$ cat src/rtl/serial_adder_pkg.sv
// Shared types and helpers for the bit-serial adder.
package serial_adder_pkg;

    typedef enum logic [1:0] {
        IDLE = 2'd0,
        RUN  = 2'd1,
        DONE = 2'd2
    } state_e;

    // Ceiling log2 with a floor of 1 so a counter is never zero bits wide.
    function automatic int clog2(input int value);
        int r;
        r = 1;
        for (int i = 1; i < 32; i++) begin
            if ((1 << i) < value) begin
                r = i + 1;
            end
        end
        return r;
    endfunction

endpackage

$ cat src/rtl/serial_adder_fa_cell.sv
// Combinational 1-bit full adder: sum = a^b^c, carry = majority(a,b,c).
module fa_cell (
    input  logic a,
    input  logic b,
    input  logic c,
    output logic s,
    output logic co
);

    assign s  = a ^ b ^ c;
    assign co = (a & b) | (a & c) | (b & c);

endmodule

$ cat src/rtl/serial_adder.sv
// Bit-serial adder, one bit per cycle; out_valid rises WIDTH+1 cycles after accept, holds until out_ready.
// SERIAL_ADDER_SUB_EN enables in_sub (A - B); otherwise in_sub is ignored.
module serial_adder
    import serial_adder_pkg::*;
#(
    parameter int WIDTH = 8
) (
    input  logic             clk,
    input  logic             rst,
    input  logic             in_valid,
    output logic             in_ready,
    input  logic [WIDTH-1:0] in_a,
    input  logic [WIDTH-1:0] in_b,
    input  logic             in_cin,
    input  logic             in_sub,
    output logic             out_valid,
    input  logic             out_ready,
    output logic [WIDTH-1:0] out_sum,
    output logic             out_cout,
    output logic             busy
);

    localparam int                CNT_W    = clog2(WIDTH);
    localparam logic [CNT_W-1:0]  CNT_LAST = CNT_W'(WIDTH - 1);

    state_e             state_q, state_d;
    logic [WIDTH-1:0]   a_q, a_d;
    logic [WIDTH-1:0]   b_q, b_d;
    logic [WIDTH-1:0]   sum_q, sum_d;
    logic [CNT_W-1:0]   cnt_q, cnt_d;
    logic               carry_q, carry_d;
    logic               cout_q, cout_d;
    logic               in_ready_q, in_ready_d;
    logic               out_valid_q, out_valid_d;
    logic               busy_q, busy_d;

    logic               accept;
    logic               release_res;
    logic               last_bit;
    logic               fa_s;
    logic               fa_co;
    logic [WIDTH-1:0]   b_load;
    logic               c_load;

    assign accept      = in_valid && in_ready_q;
    assign release_res = out_valid_q && out_ready;
    assign last_bit    = (cnt_q == CNT_LAST);

`ifdef SERIAL_ADDER_SUB_EN
    // Two's complement subtract: invert B and inject a carry of one.
    assign b_load = in_sub ? ~in_b : in_b;
    assign c_load = in_sub ? 1'b1  : in_cin;
`else
    logic unused_sub;
    assign unused_sub = in_sub;
    assign b_load     = in_b;
    assign c_load     = in_cin;
`endif

    fa_cell u_fa (
        .a  (a_q[0]),
        .b  (b_q[0]),
        .c  (carry_q),
        .s  (fa_s),
        .co (fa_co)
    );

    always_ff @(posedge clk or posedge rst) begin
        if (rst) begin
            state_q <= IDLE;
        end else begin
            state_q <= state_d;
        end
    end

    always_comb begin
        state_d = state_q;
        case (state_q)
            IDLE:    if (accept)      state_d = RUN;
            RUN:     if (last_bit)    state_d = DONE;
            DONE:    if (release_res) state_d = IDLE;
            default:                  state_d = IDLE;
        endcase
    end

    // out_valid trails DONE entry by one cycle, giving the WIDTH+1 latency.
    always_comb begin
        in_ready_d  = (state_d == IDLE);
        busy_d      = (state_d == RUN);
        out_valid_d = (state_q == DONE) && (state_d == DONE);
    end

    always_comb begin
        a_d     = a_q;
        b_d     = b_q;
        sum_d   = sum_q;
        cnt_d   = cnt_q;
        carry_d = carry_q;
        cout_d  = cout_q;
        if (state_q == IDLE && accept) begin
            a_d     = in_a;
            b_d     = b_load;
            carry_d = c_load;
            cnt_d   = '0;
        end else if (state_q == RUN) begin
            a_d     = a_q >> 1;
            b_d     = b_q >> 1;
            sum_d   = {fa_s, sum_q[WIDTH-1:1]};
            carry_d = fa_co;
            cnt_d   = last_bit ? '0 : cnt_q + CNT_W'(1);
            if (last_bit) begin
                cout_d = fa_co;
            end
        end
    end

    always_ff @(posedge clk or posedge rst) begin
        if (rst) begin
            a_q         <= '0;
            b_q         <= '0;
            sum_q       <= '0;
            cnt_q       <= '0;
            carry_q     <= 1'b0;
            cout_q      <= 1'b0;
            in_ready_q  <= 1'b1;
            out_valid_q <= 1'b0;
            busy_q      <= 1'b0;
        end else begin
            a_q         <= a_d;
            b_q         <= b_d;
            sum_q       <= sum_d;
            cnt_q       <= cnt_d;
            carry_q     <= carry_d;
            cout_q      <= cout_d;
            in_ready_q  <= in_ready_d;
            out_valid_q <= out_valid_d;
            busy_q      <= busy_d;
        end
    end

    assign in_ready  = in_ready_q;
    assign out_valid = out_valid_q;
    assign out_sum   = sum_q;
    assign out_cout  = cout_q;
    assign busy      = busy_q;

endmodule

$ cat config.mk
export PLATFORM = sky130hd
export DESIGN_NAME = serial_adder
export DESIGN_NICKNAME = d
export VERILOG_FILES = /design/src/rtl/serial_adder_pkg.sv /design/src/rtl/serial_adder_fa_cell.sv /design/src/rtl/serial_adder.sv
export SDC_FILE = /design/constraint.sdc
export NUM_CORES = 1
export LEC_CHECK = 0
export ABC_AREA = 1
export CAP_MARGIN = 20
export CORE_MARGIN = 4
export CORE_UTILIZATION = 45
export DETAILED_ROUTE_END_ITERATION = 10
export PLACE_DENSITY = 0.72
export SYNTH_ARGS = -nofsm -noshare
export SYNTH_HDL_FRONTEND = slang
export SYNTH_SLANG_ARGS = --single-unit
$ cat constraint.sdc
create_clock -name clk -period 2.9 [get_ports clk]
set_clock_uncertainty 0.2 [all_clocks]
set_input_delay 0.58 -clock clk [delete_from_list [all_inputs] [get_ports clk]]
set_output_delay 0.58 -clock clk [all_outputs]
set_load 0.03 [all_outputs]
* Yosys cells after proc, flatten, opt, wreduce, memory -nomap -nowiden
Cells that the tools add are included.
Word-level totals: flip-flop bits (word level) 63, input bits 22, output and inout bits 12, logic and storage cells 46
Operators by class: add/subtract/negate cells 1, eq/ne operators 5, multiplexer cells 13, bitwise operators 8, reductions and logical operators 9
Operator list (count):
- $mux 32 | 3
- $add 32x1->32 const B | 1
- $eq 32x3->1 const B | 1
- $mux 8 | 4
- $mux 2 | 3
- $pmux 2 s3 | 1
- $eq 2x1->1 const B | 2
- $eq 2x2->1 const B | 2
- $logic_and 1x1->1 | 4
- $logic_not 2->1 | 2
- $and 1x1->1 | 3
- $reduce_and 3->1 | 1
- $mux 1 | 2
- $or 1x1->1 | 2
- $reduce_and 2->1 | 1
- $reduce_bool 2->1 | 1
- $xor 1x1->1 | 2
- $not 1->1 | 1

* Logic depth before layout (Yosys ltp)
Gate-level depths: netlist (run 1).
depth after elaboration 5, depth in mapped cells 11, gate-level depth less buffers 10

* Hierarchy
From an unflattened synthesis (run 1), not the netlist that was laid out.
Unflattened totals: cells, all modules 486, area, all modules 3477.1 um^2
By module, submodules not included:
- serial_adder | times used 1, cells an instance 485, area each 3457.1 um^2, sequential area each 1577.8 um^2
- fa_cell | times used 1, cells an instance 1, area each 20.0 um^2, sequential area each 0.0 um^2

* Worst setup path before layout (run 1)
Ideal clock, no wire load.
path type register -> register, start reg cnt_q[0], end reg cnt_q[21], library setup time 66 ps, arrival time 1453 ps, data required time 2634 ps, slack 1181 ps, stages on the path, launching flop included 12, path buffers 1, period minus slack after synthesis 1719 ps, path through dfrtp_1 > ha_1 > nand2_2 > clkinv_1 > nand2_1 > nor2_2 > nand2_2 > nor2_4 > nor2_4 > buf_6 > nand3_2 > nand2_1
Between the ends: word-level cells in the longest chain between the ends 4, elaborated cells on any way between the ends 5, those cells by class add/sub (1); eq/ne (1); mux (3)
Ends and longest elaborated chain:
- from (decl) | line serial_adder.sv:30 | logic [CNT_W-1:0] cnt_q, cnt_d;
- from (signal assigned) | line serial_adder.sv:132 | cnt_q <= cnt_d;
- $add 32x1->32 / $eq 32x3->1 (equally long branches) | line serial_adder.sv:110, serial_adder.sv:47
- $mux 32 * | line serial_adder.sv:110 | cnt_d = last_bit ? '0 : cnt_q + CNT_W'(1);
- $mux 32 * | line serial_adder.sv:105 | end else if (state_q == RUN) begin
- $mux 32 * | line serial_adder.sv:100 | if (state_q == IDLE && accept) begin
Mark *: on every way between the ends. The rest lies on a longest branch, timed or not. The select of a mux whose other input is x is not followed. A chain may end at the register's enable or synchronous reset.

* Final worst setup path (run 1)
start reg in_ready_q, in the netlist in_ready, end out in_ready
RTL lines:
- from (decl) | line serial_adder.sv:33 | logic in_ready_q, in_ready_d;
- from (signal assigned) | line serial_adder.sv:135 | in_ready_q <= in_ready_d;
- to (decl) | line serial_adder.sv:11 | output logic in_ready,
No word-level cell between the ends.

==> metrics, run 1 <==
Max Clock Freq=425 MHz; fin. max-slew vios=0; period utilization=81.1%; antenna-violating nets left=0; register area share after synthesis=43.4%; share of cells above drive strength 1=12.6%; largest cells by area after synthesis=dfrtp_1 43%, nand2_1 18%, nor2_1 5.7%, inv_1 4.4%, nand3_1 3.9%; # setup viols final=0; gpl congestion=0.864; Synth-to-Final Area Change=16.8%; Hold EP=out_sum[0]; setup_tns=0 ns; r2r setup slk=0.82 ns; status=finished clean; post-synthesis cell type count=34; Clock transition at path regs=0.08 ns; Die Height=97.9 um; Syn. warnings=0; delay-heaviest family, CP=buffers and inverters; Reg2Reg Launch Point=cnt_q[0]; hold path startpoint=out_sum[0]; leakage dissipation=1.92 nW; Critical Path Max Stage Delay=0.67 ns; area leader, netlist=dfrtp_1; crit path max fanout=2; Core Region=0.00781 mm2; Fin. Hold Viols=0; total of max-cap violations=0; Initial Util=46.5%; Die Width=97.9 um; Remaining Overflow, GRT=0; post-synth top area share=42.7%; Worst Hold Margin=0.288 ns; asr flop ratio synth=100%; # DRC=0; RSZ-0062 raised after global routing=no; Routed wire per std cell=12.8 um; critical path class=reg2out; first drt pass iteration count=4; terminus of the critical flop-to-flop path=cnt_q[27]; routed wire length=7980 um; min Tclk post-route=2.35 ns; Critical Path AT=1.57 ns; Least-Margin Pin Slew=0.601 ns; syn avg cell area=7.55 um2; CTS Root Cell=clkbuf_8; number of global-route vias before repair=3,141; first-pass GRT wire length=14,200 um; row count=32; crit-path cells=clkdlybuf4s50_1; clock sinks=63; Resize count post-CTS=0; CP max stage cell=clkdlybuf4s50_1; # fillers=750; Max VDD drop=496 uV; register bit total from synthesis=63; Mapped Area=0.00363 mm2; Critical path buffers and inverters=1; area occupied by multi-input gates=0.00180 mm2; area taken by flip-flops and latches=0.00158 mm2; worst r2r path cells=10; Main synth FF type=dfrtp_1; worst hold path class=reg2reg; Worst Hold Depth=2; relative slew slack=59.9%; Antenna diodes=0; endpoint class of the critical path=primary output; TritonCTS clock tree=yes; all-layer global routing usage=17.9%; startpoint class of the critical path=register; Via density=5.01; initial antenna violation count=0; H-tree depth=3; Initial DRC Count=168; buffer depth of the longest clock path=2; WP data required=2.12 ns; I/O Buffers=32; CTS buffer count=9; Post-DP HPWL=5690 um; syn_nets=505; routed via count=3,127; buffer count from post-CTS setup fixing=0; synthesized instance count=481; area of the die=0.00958 mm2; Clock Latency Late Sink=0.35 ns; EDFF count, synth=0; Post-CTS Hold Fix Bufs=0; power per cell area=792 mW/mm2; fin nets=541; largest net degree at the start of global routing=42; # IOs=34
==> worst max-delay path by stage <==
stage                     endpoint     start  slack, ns  cells past startpoint
after floorplan             a_q[0]       rst       0.55                      1
after global placement      a_q[0]  in_valid       0.49                      6
after detailed placement    a_q[0]  in_valid       0.40                      6
after CTS                 in_ready  in_ready       0.52                      1
after global routing      in_ready  in_ready       0.49                      1
final                     in_ready  in_ready       0.55                      1
==> metal layers <==
metal | global-route usage, % | wire length, um | up-vias
met3 | 5.07 | 366 | 10
met5 | 0 | 0 | -
li1 | - | - | 1586
met2 | 29.4 | 3760 | 64
met4 | 5.43 | 147 | 0
met1 | 23.1 | 3710 | 1467
==> power breakdown <==
| group | internal, W | switching (W) | total [W] |
|---|---|---|---|
| Clock | 0.000320 | 0.000399 | 0.000719 |
| Sequential | 0.00114 | 0.000272 | 0.00141 |
| Combinational | 0.000445 | 0.000786 | 0.00123 |
==> synthesized netlist by cell type (4+ instances only) <==
cell type,number
nor2_1,55
xor2_1,10
buf_2,4
clkbuf_1,4
nand3_2,8
nand2_1,178
inv_1,43
nor2_4,8
dfrtp_1,62
o221ai_1,11
inv_2,7
nand3_1,28
o21ai_1,11
nand2_2,7
xnor2_1,4
nor2_2,8
nand4_1,5
o21ai_0,7
==> sequential cells by signal, indices dropped and copies added, names as in the netlist <==
register / cells
carry_q: 1
in_ready: 1
a_q: 8
out_sum: 8
b_q: 8
out_valid: 1
busy: 1
out_cout: 1
cnt_q: 32
state_q: 2
==> logic make-up (layout without fill, tap and decap cells) <==
| group | count (synthesis) | in the layout | synth area share (%) |
|---|---|---|---|
| buf+inv | 63 | 104 | 6.96 |
| fa+ha+maj | 2 | 2 | 0.895 |
| flops | 63 | 63 | 43.4 |
| simple gates | 303 | 303 | 38.5 |
| compound gates | 36 | 36 | 6.89 |
| xor+xnor | 14 | 14 | 3.37 |
==> metrics by stage <==
stage	instances	setup WS [ns]	total power, W	utilization [%]	cell area (um2)
4_1_cts	624	0.521	0.00340	54.3	4240
6_report	624	0.547	0.00336	54.3	4240
3_5_place_dp	608	0.404	0.00266	52.0	4060
5_1_grt	624	0.492	0.00362	54.3	4240
3_3_place_gp	608	0.490	0.00263	52.0	4060
2_1_floorplan	481	0.552	0.00231	-	3630
==> cell usage in the layout, fill, tap and decap left out, drive strengths merged, types with 3 or more instances in the layout <==
cell and n:
clkinv 6, o211ai 3, nand3 37, o221ai 11
dfrtp 62, buf 3, inv 53, xnor2 4
o21ai 20, clkdlybuf4s50 32, clkbuf 9, xor2 10
nand2 187, nor2 72, nand4 6
==> worst register-to-register path: stages (launching register included) <==
cell and delay [ns]:
dfrtp_1 0.43, ha_1 0.30, nand2_2 0.09, clkinv_1 0.09
nand2_1 0.09, nor2_2 0.04, nand2_2 0.12, nor2_4 0.05
nor2_4 0.38, nand3_1 0.14, nand2_1 0.09
==> layout make-up <==
cell class	count	area share [%]
multi-input cells	355	42.5
clock inverters	7	1.33
well taps	102	3.01
flip-flops and latches	63	37.2
inverters	53	4.69
repair buffers	35	8.38
clock buffers	9	2.92
Power figures use the tool's default switching activity.
==> run 2, diff against run 1 <==
- PLACE_DENSITY: 0.72 -> 0.75
- clock period: 2.9 -> 1.95 ns (I/O delays scaled with it)
==> run 2 against run 1 <==
Net effect: combinational power up 65%; register-to-register slack worse by 0.69 ns; flip-flop and latch count unchanged; die area unchanged; sequential share of layout area down 1.4 points.
==> metrics, run 2 (synthesis gave the netlist of run 1 again) <==
terminus of the critical flop-to-flop path=cnt_q[27]; CTS Root Cell=clkbuf_8; H-tree depth=3 (unchanged); Die Width=97.9 um (unchanged); antenna-violating nets left=0 (unchanged); area taken by flip-flops and latches=0.00158 mm2 (unchanged); Core Region=0.00781 mm2 (unchanged); Max VDD drop=718 uV (+45%); first drt pass iteration count=5 (+1); Max Clock Freq=527 MHz; Finished Core Util=56.4% (+2.1 points); leakage dissipation=2.05 nW (+6.8%); Critical Path AT=1.31 ns (-0.26 ns); number of global-route vias before repair=3,159 (+0.57%); first-pass GRT wire length=14,500 um (+2.4%); worst hold path class=in2async; TritonCTS clock tree=yes; all-layer global routing usage=18.6% (+0.62 points); routed via count=3,220 (+3.0%); clock sinks=63 (unchanged); share of cells above drive strength 1=14.4% (+1.8 points); # setup viols final=0 (unchanged); Reg2Reg Launch Point=cnt_q[0]; endpoint class of the critical path=primary output; # IOs=34 (unchanged); initial antenna violation count=0 (unchanged); Synth-to-Final Area Change=21.3%; CTS buffer count=9 (unchanged); Initial DRC Count=203 (+21%); largest net degree at the start of global routing=42 (unchanged); most frequent cells in the layout=178 x nand2_1, 62 x dfrtp_1, 55 x nor2_1; Via density=5.07 (+1.2%); area occupied by multi-input gates=0.00180 mm2 (unchanged); critical path class=reg2out; Worst Hold Margin=0.249 ns (-0.0392 ns); relative slew slack=59.7% (-0.18 points); delay-heaviest family, CP=flip-flops; Clock transition at path regs=0.07 ns (about the same); buffer depth of the longest clock path=2 (unchanged); Die Height=97.9 um (unchanged); critical path depth=1 (unchanged); power per cell area=1230 mW/mm2 (+56%); Post-CTS Hold Fix Bufs=0 (unchanged); Routed wire per std cell=13.1 um (+2.5%); # DRC=0 (unchanged); total of max-cap violations=0 (unchanged); period utilization=97.3%; max reg flops=32 (unchanged); Fin. Hold Viols=0 (unchanged); fin nets=552 (+2.0%); area of the die=0.00958 mm2 (unchanged); dpl cell area=0.00417 mm2 (+2.6%); Finished Layout Cells=635 (+1.8%); WP data required=1.36 ns (-0.76 ns); worst r2r path cells=11 (+1); commonest non-fill, non-tap cell in the layout=nand2_1; Biggest register=cnt_q; crit-path cells=dlygate4sd2_1; fin. max-slew vios=0 (unchanged); status=finished clean; startpoint class of the critical path=register; r2r setup slk=0.13 ns (-0.69 ns); Least-Margin Pin Slew=0.603 ns (+0.00265 ns); Clock Latency Late Sink=0.35 ns (about the same); Antenna diodes=0 (unchanged); placed insts=618 (+1.6%); CP max stage cell=dfstp_2; I/O Buffers=32 (unchanged); min Tclk post-route=1.90 ns; row count=32 (unchanged); gpl congestion=0.902 (+4.5%); RSZ-0062 raised after global routing=no; Post-DP HPWL=6070 um (+6.6%); crit path max fanout=2 (unchanged); Critical path buffers and inverters=1 (unchanged); Remaining Overflow, GRT=0 (unchanged); routed wire length=8320 um (+4.3%); # fillers=718 (-4.3%); Final Cell Area=0.00441 mm2 (+3.9%); Initial Util=46.5% (unchanged); Critical Path Max Stage Delay=0.56 ns (-0.11 ns)
-- run 2: worst max-delay path by stage --
stage | startpoint | to | slack (ns)
6_report | in_ready | in_ready | 0.05
3_5_place_dp | in_valid | cnt_q[2] | -0.15
4_1_cts | busy | busy | 0.01
2_1_floorplan | cnt_q[0] | cnt_q[21] | 0.23
5_1_grt | in_ready | in_ready | 0.004
3_3_place_gp | in_valid | a_q[0] | -0.06
-- run 2: metrics by stage --
| stage | setup TNS (ns) | power, W | setup slack [ns] |
|---|---|---|---|
| after detailed placement | -3.43 | 0.00413 | -0.151 |
| final | 0 | 0.00543 | 0.0528 |
| after global routing | 0 | 0.00582 | 0.00364 |
| after floorplan | 0 | 0.00344 | 0.231 |
| after global placement | -0.670 | 0.00404 | -0.0551 |
| after CTS | 0 | 0.00546 | 0.0108 |
-- run 2: where the power goes --
group | internal, W | switching, W | total (W) | leakage, nW
Clock | 0.000761 | 0.000563 | 0.00132 | 0.113
Sequential | 0.00169 | 0.000385 | 0.00208 | 0.843
Combinational | 0.000766 | 0.00126 | 0.00203 | 1.09
Total | 0.00322 | 0.00221 | 0.00543 | 2.05
-- run 2: routing by layer --
| metal | track usage (%) | share of wire, % | up-vias |
|---|---|---|---|
| met2 | 30.0 | 49 | 80 |
| met1 | 24.5 | 45 | 1522 |
| met5 | 0 | 0 | - |
| li1 | - | - | 1604 |
| met3 | 4.86 | 4.7 | 14 |
| met4 | 5.75 | 1.3 | 0 |
-- run 2: worst register-to-register path: cells and delay by family (launching register included) --
family | cells | cell delay, ns
and+or+nand+nor | 8 | 0.68
buffers and inverters | 2 | 0.26
adders and majority gates | 1 | 0.23
DFF | 1 | 0.40
-- run 2: timing repair --
action	4_1_cts	5_1_grt
setup endpoints to repair	24	1
pin swaps	1	0
setup buffers	1	0
resized for setup	11	1
-- run 2: cell type report --
| type | instances | area share (%) |
|---|---|---|
| Multi-Input combinational cell | 355 | 40.9 |
| Sequential cell | 63 | 35.8 |
| Timing Repair Buffer | 46 | 10.5 |
| Inverter | 53 | 4.60 |
| Clock buffer | 10 | 3.12 |
| Tap cell | 102 | 2.90 |
| Clock inverter | 6 | 2.13 |
